$ cat src/rtl/dac_setpoint_ctrl.sv
// dac_setpoint_ctrl: button-driven DAC setpoint with a saturating up/down code,
// a coarse/fine step mode, and a request/ack write FSM with a post-write holdoff.
// The build macro DAC_AUTO_COMMIT_EN makes every cycle where code changes act as a commit.
`timescale 1ns/1ps
module dac_setpoint_ctrl #(
    parameter int DATA_W      = 8,
    parameter int STEP_COARSE = 16,
    parameter int HOLDOFF     = 1000
) (
    input  logic              clk,
    input  logic              rst,
    input  logic [3:0]        btn_trig,
    input  logic              wr_ack,
    output logic              wr_req,
    output logic [DATA_W-1:0] wr_data,
    output logic [DATA_W-1:0] code,
    output logic              coarse,
    output logic              busy
);

    localparam logic [1:0] S_IDLE = 2'd0;
    localparam logic [1:0] S_REQ  = 2'd1;
    localparam logic [1:0] S_HOLD = 2'd2;

    // The counter counts down from HOLDOFF-1 to 0, so HOLD spans HOLDOFF cycles.
    localparam int               CNT_W    = (HOLDOFF > 1) ? $clog2(HOLDOFF) : 1;
    localparam logic [CNT_W-1:0] CNT_LOAD = CNT_W'(HOLDOFF - 1);
    localparam logic [CNT_W-1:0] CNT_ONE  = CNT_W'(1);

    localparam logic [DATA_W:0] CODE_MAX = {1'b0, {DATA_W{1'b1}}};
    localparam logic [DATA_W:0] STEP_C   = (DATA_W + 1)'(STEP_COARSE);
    localparam logic [DATA_W:0] STEP_F   = (DATA_W + 1)'(1);

    logic [1:0]        state;
    logic [CNT_W-1:0]  cnt;
    logic              pending;
    logic              up;
    logic              down;
    logic              toggle;
    logic              commit;
    logic [DATA_W:0]   step;
    logic [DATA_W:0]   sum;
    logic [DATA_W:0]   diff;
    logic [DATA_W-1:0] next_code;

    assign up     = btn_trig[0];
    assign down   = btn_trig[1];
    assign toggle = btn_trig[2];

    // Saturating next setpoint, computed one bit wider so carry and borrow are visible.
    always_comb begin
        // NOTE: every output of this block gets a value before any branch, so no latch is inferred.
        step      = coarse ? STEP_C : STEP_F;
        sum       = {1'b0, code} + step;
        diff      = {1'b0, code} - step;
        next_code = code;
        if (up && !down) begin
            next_code = (sum > CODE_MAX) ? CODE_MAX[DATA_W-1:0] : sum[DATA_W-1:0];
        end else if (down && !up) begin
            next_code = diff[DATA_W] ? '0 : diff[DATA_W-1:0];
        end
    end

`ifdef DAC_AUTO_COMMIT_EN
    assign commit = btn_trig[3] | (next_code != code);
`else
    assign commit = btn_trig[3];
`endif

    // Setpoint and step mode follow the buttons in every FSM state; toggle uses the old mode this cycle.
    always_ff @(posedge clk) begin
        // NOTE: registers are written with non-blocking assignments so all flops update together at the edge.
        if (rst) begin
            code   <= '0;
            coarse <= 1'b0;
        end else begin
            code <= next_code;
            if (toggle) begin
                coarse <= ~coarse;
            end
        end
    end

    // Write FSM: IDLE waits for a commit, REQ holds the request until ack, HOLD enforces the idle gap.
    always_ff @(posedge clk) begin
        if (rst) begin
            state   <= S_IDLE;
            pending <= 1'b0;
            cnt     <= '0;
            wr_req  <= 1'b0;
            wr_data <= '0;
        end else begin
            case (state)
                S_IDLE: begin
                    if (commit) begin
                        state   <= S_REQ;
                        wr_req  <= 1'b1;
                        wr_data <= next_code;
                    end
                end
                S_REQ: begin
                    if (commit) begin
                        pending <= 1'b1;
                    end
                    if (wr_ack) begin
                        state  <= S_HOLD;
                        wr_req <= 1'b0;
                        cnt    <= CNT_LOAD;
                    end
                end
                S_HOLD: begin
                    if (cnt == '0) begin
                        if (pending) begin
                            // A commit landing on this last cycle stays queued for the next round.
                            state   <= S_REQ;
                            wr_req  <= 1'b1;
                            wr_data <= code;
                            pending <= commit;
                        end else if (commit) begin
                            state   <= S_REQ;
                            wr_req  <= 1'b1;
                            wr_data <= next_code;
                        end else begin
                            state <= S_IDLE;
                        end
                    end else begin
                        cnt <= cnt - CNT_ONE;
                        if (commit) begin
                            pending <= 1'b1;
                        end
                    end
                end
                default: begin
                    state  <= S_IDLE;
                    wr_req <= 1'b0;
                end
            endcase
        end
    end

    assign busy = (state != S_IDLE);

endmodule

$ cat config.mk
export PLATFORM = sky130hd
export DESIGN_NAME = dac_setpoint_ctrl
export DESIGN_NICKNAME = d
export VERILOG_FILES = /design/src/rtl/dac_setpoint_ctrl.sv
export SDC_FILE = /design/constraint.sdc
export NUM_CORES = 1
export LEC_CHECK = 0
export BUFFER_PORTS_ARGS = -buffer_cell sky130_fd_sc_hd__buf_2
export CORE_AREA = 2 2 87 89
export CTS_BUF_LIST = sky130_fd_sc_hd__clkbuf_8
export CTS_CLUSTER_DIAMETER = 50
export CTS_CLUSTER_SIZE = 16
export DETAILED_ROUTE_END_ITERATION = 12
export DIE_AREA = 0 0 89 91
export GPL_ROUTABILITY_DRIVEN = 0
export PLACE_DENSITY_LB_ADDON = 0.05
export SLEW_MARGIN = 20
export SYNTH_ARGS = -nofsm -noshare
export SYNTH_HDL_FRONTEND = slang
export SYNTH_SLANG_ARGS = --single-unit
$ cat constraint.sdc
create_clock -name clk -period 2.13 [get_ports clk]
set_input_delay 0.426 -clock clk [delete_from_list [all_inputs] [get_ports clk]]
set_output_delay 0.426 -clock clk [all_outputs]
set_load 0.02 [all_outputs]
---- Yosys cells after proc, flatten, opt, wreduce, memory -nomap -nowiden ----
Index checks and enable logic that the tools add are counted.
operators by class
  add/subtract/negate cells ............... 3
  order comparisons ....................... 1
  equality and inequality tests ........... 6
  mux-type cells .......................... 27
  bitwise operators ....................... 1
  reductions and logical operators ........ 13
operators with widths
  kind                                                                              count
  8-bit 2-to-1 mux                                                                  7
  10-bit 2-to-1 mux                                                                 2
  10-bit case mux with 2 select lines                                               1
  8-bit case mux with 2 select lines                                                1
  10-bit zero test                                                                  1
  10-bit by 1-bit subtractor with 10-bit output (second input constant)             1
  8-bit by 5-bit adder with 9-bit output                                            1
  9-bit by 8-bit greater-than comparator with 1-bit output (second input constant)  1
  1-bit 2-to-1 mux                                                                  9
  8-bit by 5-bit subtractor with 9-bit output                                       1
  2-bit inequality test (second input constant)                                     4
  2-bit 2-to-1 mux                                                                  3
  2-bit case mux with 3 select lines                                                1
  3-bit AND reduction                                                               2
  2-bit nonzero test                                                                3
  5-bit 2-to-1 mux                                                                  1
  2-bit AND reduction                                                               2
  1-bit case mux with 3 select lines                                                1
  2-bit by 1-bit equality test with 1-bit output (second input constant)            1
  2-bit equality test (second input constant)                                       1
  1-bit logical AND                                                                 2
  1-bit zero test                                                                   2
  2-bit zero test                                                                   1
  1-bit case mux with 2 select lines                                                1
  1-bit NOT                                                                         1
word-level totals
  bits in registers ....................... 31
  input bits .............................. 7
  output and inout port bits .............. 19
  word-level logic and storage cells ...... 58

---- Logic depth before layout (Yosys ltp) ----
Gate-level depths: netlist (run 1).
  word-level depth ........................ 9
  mapped depth ............................ 8
  gate-level depth less buffers ........... 8

---- Worst setup path before layout (run 1) ----
No wires, ideal clock.
  path kind ............................... register -> register
  from .................................... register coarse
  to ...................................... register wr_data[6]
  library setup time ...................... 0.103 ns
  data arrival time ....................... 2.144 ns
  data required time ...................... 2.027 ns
  path slack .............................. -0.117 ns
  stages on the path, launching flop included .. 9
  period minus slack after synthesis ...... 2.247 ns
  cells stage by stage .................... dfxtp_1 -> inv_1 -> ha_1 -> ha_1 -> or3b_4 -> and2_4 -> o311a_1 -> a21o_1 -> a2111oi_2
between the ends
  longest elaborated chain between the ends .. 9
  elaborated cells on any way between the ends .. 12
ends and longest elaborated chain
  what                                                                                                   RTL line  RTL
  start: declaration                                                                                     17        output logic coarse,
  start signal: assignment                                                                               79        coarse <= ~coarse;
  5-bit 2-to-1 mux (*)                                                                                   53        step = coarse ? STEP_C : STEP_F;
  via step[0]                                                                                            41        logic [DATA_W:0] step;
  8-bit by 5-bit adder with 9-bit output or 8-bit by 5-bit subtractor with 9-bit output (tied branches)  54, 55
  9-bit by 8-bit greater-than comparator with 1-bit output or 8-bit 2-to-1 mux (tied branches)           58, 60
  8-bit 2-to-1 mux (on tied branches)                                                                    58, 59
  8-bit 2-to-1 mux (*)                                                                                   57        if (up && !down) begin
  8-bit 2-to-1 mux (*)                                                                                   95, 119
  8-bit 2-to-1 mux                                                                                       113       if (pending) begin
  8-bit 2-to-1 mux                                                                                       112       if (cnt == '0) begin
  8-bit case mux with 2 select lines (*)                                                                 93        case (state)
  end signal: assignment                                                                                 98        wr_data <= next_code;
  end signal: assignment                                                                                 117       wr_data <= code;
  end signal: assignment                                                                                 122       wr_data <= next_code;
  end: declaration                                                                                       15        output logic [DATA_W-1:0] wr_data,
Mark *: on every way through the listed nets, which the timed path passes. The rest lies on a longest branch. The select of a mux whose other input is x is not followed.
A chain may end at the register's enable or synchronous reset.

---- Worst setup path in the final report (run 1) ----
  from .................................... register code[0]
  to ...................................... register wr_data[4]
between the ends
  longest elaborated chain between the ends .. 8
  elaborated cells on any way between the ends .. 11
ends and longest elaborated chain
  what                                                                                                   RTL line  RTL
  start: declaration                                                                                     16        output logic [DATA_W-1:0] code,
  start signal: assignment                                                                               77        code <= next_code;
  8-bit by 5-bit adder with 9-bit output or 8-bit by 5-bit subtractor with 9-bit output (tied branches)  54, 55
  9-bit by 8-bit greater-than comparator with 1-bit output or 8-bit 2-to-1 mux (tied branches)           58, 60
  8-bit 2-to-1 mux (on tied branches)                                                                    58, 59
  8-bit 2-to-1 mux (*)                                                                                   57
  8-bit 2-to-1 mux (*)                                                                                   95, 119
  8-bit 2-to-1 mux                                                                                       113
  8-bit 2-to-1 mux                                                                                       112
  8-bit case mux with 2 select lines (*)                                                                 93
Mark *: on every way between the ends. The rest lies on a longest branch, timed or not. The select of a mux whose other input is x is not followed.

==> results.cfg, run 1 <==
[timing]
drv_slew = 0
fmax_mhz = 471.2
fin_crit_sh_pct = 99.64
slew-limit-headroom_pct = 53.70
fin_crit_ns = 2.122
whs_ns = 0.3915
setup_tns_ns = 0
skew_ns = 0.001807
grt_setup_unrepaired = yes
worst_slew_pin_slew_ns = 0.6945
final_hold_viol_count = 0
setup_violations = 0

[clock_network]
clk-insertion-delay-late_ns = 0.28
hold_buffers = 0
path_clk_slew_ns = 0.07
clockBufferDepth = 2
h-tree-depth = 2
root_buffer = clkbuf_8
cts_tree = built
numCtsBuffers = 5
cts.sink_count = 31

[yosys]
ys.flop_type = dfxtp_1
ys_types = 67
syn_area_um2 = 2083
synthCells = 248
synth_edf_count = 0
synth_warnings = 0
synth-seq-cells = 31
ys_seq_area_share_pct = 29.79
synth.net_count = 267
async_flop_share_pct = 0
syn_area_per_cell_um2 = 8.400

[global_routing]
grt_pass1_vias = 1969
grt_max_degree = 34
antenna_found_initial = 0
grt_usage_pct = 14.69
grt_first_pass_wirelength_um = 9453
overflow = 0

[critical_path]
arrival_ns = 2.30
crit_chain = inv_4 -> ha_4 -> ha_4 -> or3b_4 -> buf_6 -> o21a_1 -> a221o_1 -> o221a_4 -> o221a_1
criticalPathCategory = reg -> reg
cp-end-kind = register
worstPathMaxFanout = 4
cpMostUsedCell = ha_4
cp-start-kind = register
cpPeakStageDelay_ns = 0.41
critical_path_required_ns = 2.30
cp_slowest_cell = or3b_4

[final_layout]
fin_cells = 403
final_common_cell = nor2_1
layout_common_cells = 38 x nor2_1, 33 x buf_4, 29 x dfxtp_1
nets = 322
antenna_cells = 0
fill_cells = 796
design_area_um2 = 2750
syn_to_final_growth_pct = 32.01
drive_gt1_share_pct = 32.24

[place]
portBuffers = 25
dp.cells = 391
post-dp-hpwl_um = 4235
dpl-instance-area_um2 = 2505

[drt]
wl_per_cell_um = 14.32
ant_nets = 0
firstDrtPassIters = 4
wirelength_um = 5771
via_count = 1974
drt_iter0_markers = 47
routed_via_density = 4.898
drc_errors = 0

[die]
start_util_pct = 29.19
rows = 31
design.core.area_um2 = 7137
fp.dieH_um = 91
chipWidth_um = 89
pin_count = 26
fp.dieArea_um2 = 8099

[pwr]
irDropWorstVdd_uv = 576.4
power_density_nw_per_um2 = 1214
total_leakage_power_nw = 1.154

[hold_path]
hold_class = in -> reg

[flow_run]
maxCapViolCount = 0

[status]
status = finished, final reports clean
[kinds of logic after synthesis]
kind of cell / share of synthesized area, %
AO/OA/AOI/OAI: 22.22
XOR/XNOR: 4.625
adder cells (fa/ha/maj): 7.207
buffers and inverters: 5.705
flip-flops: 29.79
multiplexers: 1.441
AND/OR/NAND/NOR: 29.01
[synthesized netlist by cell type, drive strengths merged, types with 2 or more instances]
| cell | n | area [um^2] |
|---|---|---|
| a2111oi | 5 | 58.81 |
| a211oi | 4 | 40.03 |
| a21o | 2 | 15.01 |
| a21oi | 14 | 70.07 |
| a221o | 2 | 20.02 |
| a221oi | 2 | 17.52 |
| a41o | 2 | 20.02 |
| and2 | 4 | 27.53 |
| buf | 5 | 36.28 |
| clkbuf | 6 | 33.77 |
| dfxtp | 31 | 620.6 |
| ha | 12 | 150.1 |
| inv | 13 | 48.80 |
| mux2i | 3 | 30.03 |
| nand2 | 11 | 41.29 |
| nand2b | 4 | 25.02 |
| nand3 | 6 | 35.03 |
| nand4 | 9 | 56.30 |
| nor2 | 39 | 146.4 |
| nor2b | 10 | 62.56 |
| nor3 | 9 | 50.05 |
| nor4 | 2 | 27.53 |
| nor4b | 2 | 17.52 |
| o211ai | 3 | 22.52 |
| o21ai | 5 | 28.77 |
| o221a | 3 | 33.78 |
| o221ai | 2 | 17.52 |
| o22ai | 2 | 12.51 |
| or4 | 2 | 15.01 |
| or4b | 3 | 33.78 |
| xor2 | 10 | 87.58 |
[routing by layer]
metal	share of wire, %	vias to the layer above	GRT usage [%]
met1	47	922	18.55
met3	2.2	9	2.545
met2	49	23	24.75
met5	0	-	0
li1	-	1020	-
met4	2.3	0	5.100
[final timing paths]
path / end / slack (ns) / startpoint / cells after the start
max: wr_data[4] / 0.008 / code[0] / 9
min: coarse / 0.39 / btn_trig[2] / 3
max reg2reg: wr_data[4] / 0.008 / code[0] / 9
min reg2reg: wr_req / 0.50 / wr_req / 2
[registers in the layout (all words and copies together), names as in the netlist]
register / count
pending: 1
coarse: 1
cnt: 10
wr_data: 8
code: 8
state: 2
wr_req: 1
[final cells by class]
type	instances	area, um^2	area share, %
Clock inverter	2	35.03	1.274
Inverter	13	53.80	1.956
Timing Repair Buffer	59	384.1	13.97
Sequential cell	31	628.1	22.84
Clock buffer	6	82.58	3.003
Tap cell	99	123.9	4.504
Multi-Input combinational cell	193	1443	52.46
[what timing repair did]
| item | in CTS | in global routing |
|---|---|---|
| endpoints found under the hold margin | 0 | 0 |
| gates resized for setup | 9 | 11 |
| pin swaps | 12 | 8 |
| setup buffers | 2 | 2 |
| endpoints found under the setup margin | 6 | 21 |
[critical path, delay by kind of cell, from the launching register on]
family | cells | cell delay, ns
adder cells (fa/ha/maj) | 2 | 0.25
buffers and inverters | 2 | 0.19
flip-flops | 1 | 0.36
AND/OR/NAND/NOR | 1 | 0.41
AO/OA/AOI/OAI | 4 | 0.80
[power breakdown]
group | switching [mW] | internal [mW]
registers | 0.174 | 0.764
clock network | 0.233 | 0.379
logic | 0.993 | 0.797
total | 1.40 | 1.94
[per-stage QoR]
step / power [mW] / utilization (%) / worst slack (ns)
final: 3.339 / 38.53 / 0.007638
after global routing: 3.625 / 38.53 / -0.08575
after CTS: 3.341 / 37.55 / -0.03665
after detailed placement: 2.661 / 35.10 / -0.06845
after global placement: 2.672 / 35.10 / -0.008021
after floorplan: 2.148 / - / 0.005793
No activity file was read; power rests on OpenSTA's default activity.
==> inputs of run 2 (changes only) <==
Settings changed: PLACE_DENSITY set to 0.45, PLACE_DENSITY_LB_ADDON 0.05 to unset.
Clock period 2.13 ns to 2.55 ns, I/O delays scaled along.
==> results.cfg, run 2 (same netlist as run 1, synthesis figures left out) <==
[global_routing]
grt_usage_pct = 13.60
grt_first_pass_wirelength_um = 8866
grt_max_degree = 34
grt_pass1_vias = 1831
antenna_found_initial = 0
overflow = 0

[clock_network]
h-tree-depth = 2
clockBufferDepth = 2
clk-insertion-delay-late_ns = 0.28
cts.sink_count = 31
cts_tree = built
path_clk_slew_ns = 0.07
cts_setup_buffers = 0
numCtsBuffers = 5
hold_buffers = 0
root_buffer = clkbuf_8

[final_layout]
nets = 296
layout_common_cells = 39 x nor2_1, 31 x dfxtp_1, 25 x buf_2
largest_reg_flops = 10
antenna_cells = 0
largest_register = cnt
fill_cells = 782
fin_cells = 376
drive_gt1_share_pct = 20.22
final_common_cell = nor2_1
reg.largest.list = cnt (10), code (8), wr_data (8)
syn_to_final_growth_pct = 16.16

[critical_path]
rr_worst_depth = 7
criticalPathCategory = reg -> reg
cp-end-kind = register
crit_chain = inv_1 -> ha_2 -> and4b_2 -> o21ai_1 -> nand2_1 -> o221a_2 -> o221a_1
reg2reg_from = coarse
crit_start = coarse
arrival_ns = 2.52
critical_path_required_ns = 2.73
cp-start-kind = register
worstPathMaxFanout = 12
cpPeakStageDelay_ns = 0.49
cp_slowest_cell = ha_2
cp_top_family = compound AO/OA/AOI/OAI gates
crit_buf_inv = 1
crit_cells = 7

[pwr]
power_density_nw_per_um2 = 1031
irDropWorstVdd_uv = 696.9
total_leakage_power_nw = 0.9997
fin_total_pwr_mw = 2.494

[drt]
wl_per_cell_um = 13.56
drc_errors = 0
via_count = 1883
drt_iter0_markers = 82
wirelength_um = 5098
routed_via_density = 5.008
firstDrtPassIters = 4
ant_nets = 0

[place]
post-dp-hpwl_um = 3830
dp.cells = 369
dp_slack_ns = 0.1594
portBuffers = 25

[timing]
whs_ns = 0.4703
final_hold_viol_count = 0
grt_setup_unrepaired = no
worst_slew_pin_slew_ns = 0.6518
fin_crit_ns = 2.348
fmax_mhz = 425.9
setup_violations = 0
fin_crit_sh_pct = 92.08
setup_ws_ns = 0.2019
skew_ns = 0.006877
setup_tns_ns = 0
drv_slew = 0
slew-limit-headroom_pct = 56.54

[die]
rows = 31
fp.dieArea_um2 = 8099
fp.dieH_um = 91
chipWidth_um = 89
pin_count = 26
design.core.area_um2 = 7137
start_util_pct = 29.19

[flow_run]
maxCapViolCount = 0

[hold_path]
min_from = btn_trig[2]
whs_path_depth = 3
hold_class = in -> reg

[status]
status = finished, final reports clean
[run 2: tightest hold or removal path: cells and delay by family]
kind                   cells  cell delay (ns)
XOR/XNOR                   1             0.05
buffers and inverters      1             0.08
AND/OR/NAND/NOR            1             0.07
[run 2: cell type report]
type / instances / area (um^2) / share of cell area (%)
multi-input combinational: 193 / 1354 / 55.95
sequential: 31 / 620.6 / 25.65
timing repair buffer: 33 / 185.2 / 7.653
tap: 99 / 123.9 / 5.119
clock buffer: 6 / 82.58 / 3.413
inverter: 13 / 48.80 / 2.017
clock inverter: 1 / 5.005 / 0.2068
[run 2: routing by layer]
layer | GRT usage [%] | vias to the layer above | routed length [um]
met4 | 4.478 | 0 | 93
met5 | 0 | - | 0
met1 | 17.76 | 864 | 2360
li1 | - | 975 | -
met3 | 2.909 | 8 | 206
met2 | 22.01 | 36 | 2438
[run 2: repair_timing]
| item | in CTS | in global routing |
|---|---|---|
| resized for setup | 0 | 2 |
| endpoints found under the hold margin | 0 | 0 |
| endpoints found under the setup margin | 0 | 2 |
[run 2: metrics by stage]
step                      utilization (%)  instance area [um^2]
final                               33.91                  2420
after global routing                33.91                  2420
after CTS                           33.77                  2410
after detailed placement            32.54                  2322
after global placement              32.54                  2322
after floorplan                         -                  2083
[run 2: power breakdown]
group | internal [mW] | switching, mW
logic | 0.553 | 0.761
clock network | 0.211 | 0.179
registers | 0.638 | 0.152
[run 2: final timing paths]
path                              endpoint  slack, ns
worst max-delay path            wr_data[4]       0.20
worst min-delay path                coarse       0.47
worst max register to register  wr_data[4]       0.20
worst min register to register      wr_req       0.49
